===== config.mk =====
export PLATFORM = sky130hd
export DESIGN_NAME = svi_array_rr_mux
export DESIGN_NICKNAME = d
export VERILOG_FILES = /design/src/rtl/svi_array_rr_mux.sv
export SDC_FILE = /design/constraint.sdc
export NUM_CORES = 1
export LEC_CHECK = 0
export ABC_AREA = 1
export CAP_MARGIN = 0
export CELL_PAD_IN_SITES_DETAIL_PLACEMENT = 0
export CELL_PAD_IN_SITES_GLOBAL_PLACEMENT = 1
export CORE_ASPECT_RATIO = 1.75
export CORE_MARGIN = 10
export CORE_UTILIZATION = 30
export CTS_CLUSTER_DIAMETER = 150
export CTS_CLUSTER_SIZE = 40
export DETAILED_ROUTE_END_ITERATION = 16
export PLACE_DENSITY = 0.88
export SLEW_MARGIN = 10
export SYNTH_ARGS = -nofsm -noshare
export SYNTH_HDL_FRONTEND = slang
export SYNTH_SLANG_ARGS = --single-unit

===== constraint.sdc =====
create_clock -name i_clk -period 5 [get_ports i_clk]
set_clock_uncertainty 0.15 [all_clocks]
set_input_delay 1.5 -clock i_clk [delete_from_list [all_inputs] [get_ports i_clk]]
set_output_delay 1.5 -clock i_clk [all_outputs]
set_load 0.03 [all_outputs]

===== src/rtl/svi_array_rr_mux.sv =====
// N_CH:1 round-robin or fixed-priority merger into a registered one-entry output stage.
// Accepted beat is visible one edge after its handshake; a stalled sink holds data and drops every input ready.
module svi_array_rr_mux #(
  parameter int N_CH  = 8,
  parameter int WIDTH = 8,
  parameter int MODE  = 0,
  localparam int GW   = $clog2(N_CH)
) (
  input  logic                    i_clk,
  input  logic                    i_rst_n,
  input  logic [N_CH-1:0]         u_I_valid,
  input  logic [N_CH*WIDTH-1:0]   u_I_data,
  output logic [N_CH-1:0]         u_I_ready,
  output logic                    u_O_valid,
  output logic [WIDTH-1:0]        u_O_data,
  input  logic                    u_O_ready,
  output logic [GW-1:0]           o_grant,
  output logic                    o_busy
);

  logic [GW-1:0] rr_ptr;
  logic [GW-1:0] win;
  logic [GW-1:0] cand;
  logic          any_valid;
  logic          load_en;
  logic          accept;

  // Search starts one past the last winner so the previous grantee goes last.
  always_comb begin
    win       = '0;
    cand      = '0;
    any_valid = 1'b0;
    for (int i = 1; i <= N_CH; i++) begin
      cand = GW'((MODE == 1) ? (i - 1) : ((int'(rr_ptr) + i) % N_CH));
      if (!any_valid && u_I_valid[cand]) begin
        any_valid = 1'b1;
        win       = cand;
      end
    end
  end

  assign load_en   = !u_O_valid || u_O_ready;
  assign accept    = any_valid && load_en;
  assign u_I_ready = (i_rst_n && accept) ? (N_CH'(1) << win) : '0;
  assign o_busy    = u_O_valid;

  always_ff @(posedge i_clk or negedge i_rst_n) begin
    if (!i_rst_n) begin
      u_O_valid <= 1'b0;
      u_O_data  <= '0;
      o_grant   <= '0;
      rr_ptr    <= GW'(N_CH - 1);
    end else if (accept) begin
      u_O_valid <= 1'b1;
      u_O_data  <= u_I_data[win*WIDTH +: WIDTH];
      o_grant   <= win;
      if (MODE == 0) rr_ptr <= win;
    end else if (u_O_ready) begin
      u_O_valid <= 1'b0;
    end
  end

endmodule

==> results.md <==
* Violated checks: negative setup slack
* Aggregate global-route resource usage at about 16%
* Synthesis-stage register bit count at 15
* Worst-margin pin slew at 419 ps
* Core footprint at around 0.0080 mm2
* Yosys Warn Count at 0
* Final core utilization at ~53%
* Slew HR at approximately 72%
* Worst-Skew Late Latency at approximately 240 ps
* Worst EP required at roughly 3400 ps
* Fmax at 197 MHz
* Die H at 140 um
* Fill count at 783
* Syn Area/Cell at about 5.9 um2
* Max-cap violation count at 0
* Number of nets in the final layout at 632
* FP Rows at 43
* First-pass GRT wire length at about 16 mm
* Gpl congestion at slightly above 0.9
* Sink Count at 15
* CTS tree: done
* Dpl cells at 620
* Number of synthesized flops with an enable pin at 0
* Sequential share of the synthesized area at between 10% and 20%
* Die area at between 0.01 and 0.015 mm2
* Number of top-level pins at 96
* Area delta synth->final at 71.6%
* Worst Path Max Fanout at 5
* Post-Place Cell Area at around 0.0036 mm2
* Final Non-Filler Cells at approximately 640
* CP Class: input pin to output pin
* Final period util at 101%
* Vias/cell at just under 5
* Mapped cell area at around 0.0025 mm2
* RSZ-0062 raised after global routing: true
* Clock buffer depth at 2
* Setup crit end kind: output pin
* CP Launch Type: input pin
* ANT cells at 0
* Largest area contributor in the netlist: nand2_1
* Mapped Cells at roughly 420
* Drt pass-1 iters at 4
* FF+latch area at about 380 um2
* Clock root cell: clkbuf_16
* Min-Delay Path Class: register to register
* Initial core utilization at between 30% and 40%
* Synth unique cells at 36
* Status: finished, violations left
* Synth top cells by count: nand2_1 (134), nand3_1 (89), inv_1 (66)
* Final Hold Vio Count at 0
* Final slew viol count at 0
* DP Wirelength at 7.95 mm
* Layout cells sized above 1 at a little under a third
* Smallest setup slack after layout at -74.4 ps
* Die width at between 80 and 90 um
* Routed wire length at 9.94 mm
* Area occupied by multi-input gates at 0.00207 mm2
* Synth top area share at ~20%
* Fin crit period at 5070 ps
* Routed Antenna Nets at 0
* Top_reg_cell synth: dfrtp_1
* # H-tree levels at 1
* Syn nets at 496
* Post-route cell area at about 0.0043 mm2
* Wire length per cell at between 15 and 20 um
* Inserted Clock Buffers at 3
* Asr flop ratio synth at 100%
* Residual DRC at 0
* Vias in the first global route at 3278
* Top post-synthesis cells by area: nand2_1 (20%), nand3_1 (18%), dfrtp_1 (12%), inv_1 (10%), nor2_1 (4.1%)
* Initial drt markers at 93
* Pre-CTS setup slack at -422 ps
* Most common cell in the netlist: nand2_1
* Initial antenna violation count at 0
* Endpoints failing setup at 1
* Clk slew on worst S/H paths at approximately 50 ps
* Number of port buffers at 95
* Largest net degree at the start of global routing at 33
* Via count at between 3000 and 4000
* Total grt overflow at 0
* Crit path DAT at 3420 ps
[worst max-delay path, cell delays in order]
cell and delay [ps]:
buf_2 130, nand2_4 80, nand3_4 100, nand2_2 90, nand2_1 70, nand2_2 140
buf_6 120, nand4_4 110, nor2_8 150, nand2_4 70, nor2_4 120, nand2_2 80
a21oi_4 200, nand2_4 110, nor2_1 160, buf_4 180
[metal layers]
layer  vias up  track usage (%)  part of all wire (%)
met5         -                0                     0
met4         0             5.82                   2.4
met3        16             1.63                   3.3
met2        64             32.0                    60
met1      1444             15.0                    34
li1       1589                -                     -
[state kept, by name (all words and copies together), names as in the netlist]
name,count
o_busy,1
o_grant,3
u_O_data,8
rr_ptr,3
[metrics by stage]
stage,hold WS [ps],TNS [ps]
finish,328,-74.4
global route,353,-899
CTS,331,0
detailed placement,317,-3130
global placement,329,-2990
floorplan,354,-2.26
[timing repair]
action,in CTS,in global routing
resized for setup,92,47
buffers inserted,16,4
hold buffers,0,0
pin swaps,35,31
cloned,0,0
setup endpoints to repair,8,8
endpoints found under the hold margin,0,0
[cell usage in the layout, fill, tap and decap left out, types with 2 or more instances in the layout]
cell / n
buf_2: 6
buf_4: 54
buf_6: 10
clkbuf_16: 3
clkdlybuf4s50_1: 79
dfrtp_1: 12
dfstp_2: 3
inv_1: 64
inv_2: 4
inv_4: 3
nand2_1: 109
nand2_2: 19
nand2_4: 17
nand3_1: 76
nand3_2: 7
nand3_4: 15
nand3b_1: 9
nand4_1: 4
nand4_4: 2
nor2_1: 16
nor2_2: 6
nor2_4: 12
o21ai_0: 5
o21ai_2: 4
xor2_4: 2
[final cells by class]
cell class | count | share of cell area [%]
multi-input cells | 314 | 48.5
repair buffers | 150 | 31.7
flip-flops and latches | 15 | 8.89
inverters | 71 | 6.42
well taps | 90 | 2.64
clock buffers | 4 | 1.85
[logic make-up after synthesis]
kind of cell | Yosys count | share of synthesized area [%]
buffers and inverters | 90 | 16.9
DFF | 15 | 15.2
and+or+nand+nor | 296 | 60.3
adders and majority gates | 2 | 1.01
xor gates and xnor gates | 3 | 2.57
AOI/OAI and AO/OA | 13 | 3.98
[path summary, 6_finish.rpt]
check | from | endpoint | slack [ps] | cells past startpoint
worst max-delay path | u_I_valid[3] | u_I_ready[7] | -70 | 16
worst min-delay path | o_grant[0]$_DFFE_PN0P_ | o_grant[0]$_DFFE_PN0P_ | 330 | 2
worst max register to register | rr_ptr[1]$_DFFE_PN1P_ | u_O_data[0]$_DFFE_PN0P_ | 1350 | 23
worst min register to register | o_grant[0]$_DFFE_PN0P_ | o_grant[0]$_DFFE_PN0P_ | 330 | 2
max in group asynchronous | i_rst_n | rr_ptr[2]$_DFFE_PN1P_ | 2860 | 2
min in group asynchronous | i_rst_n | o_grant[1]$_DFFE_PN0P_ | 1590 | 2
Power is left out: the tool's default activity adds up to more than one toggle a clock period on the data nets, which glitch-free logic cannot reach.
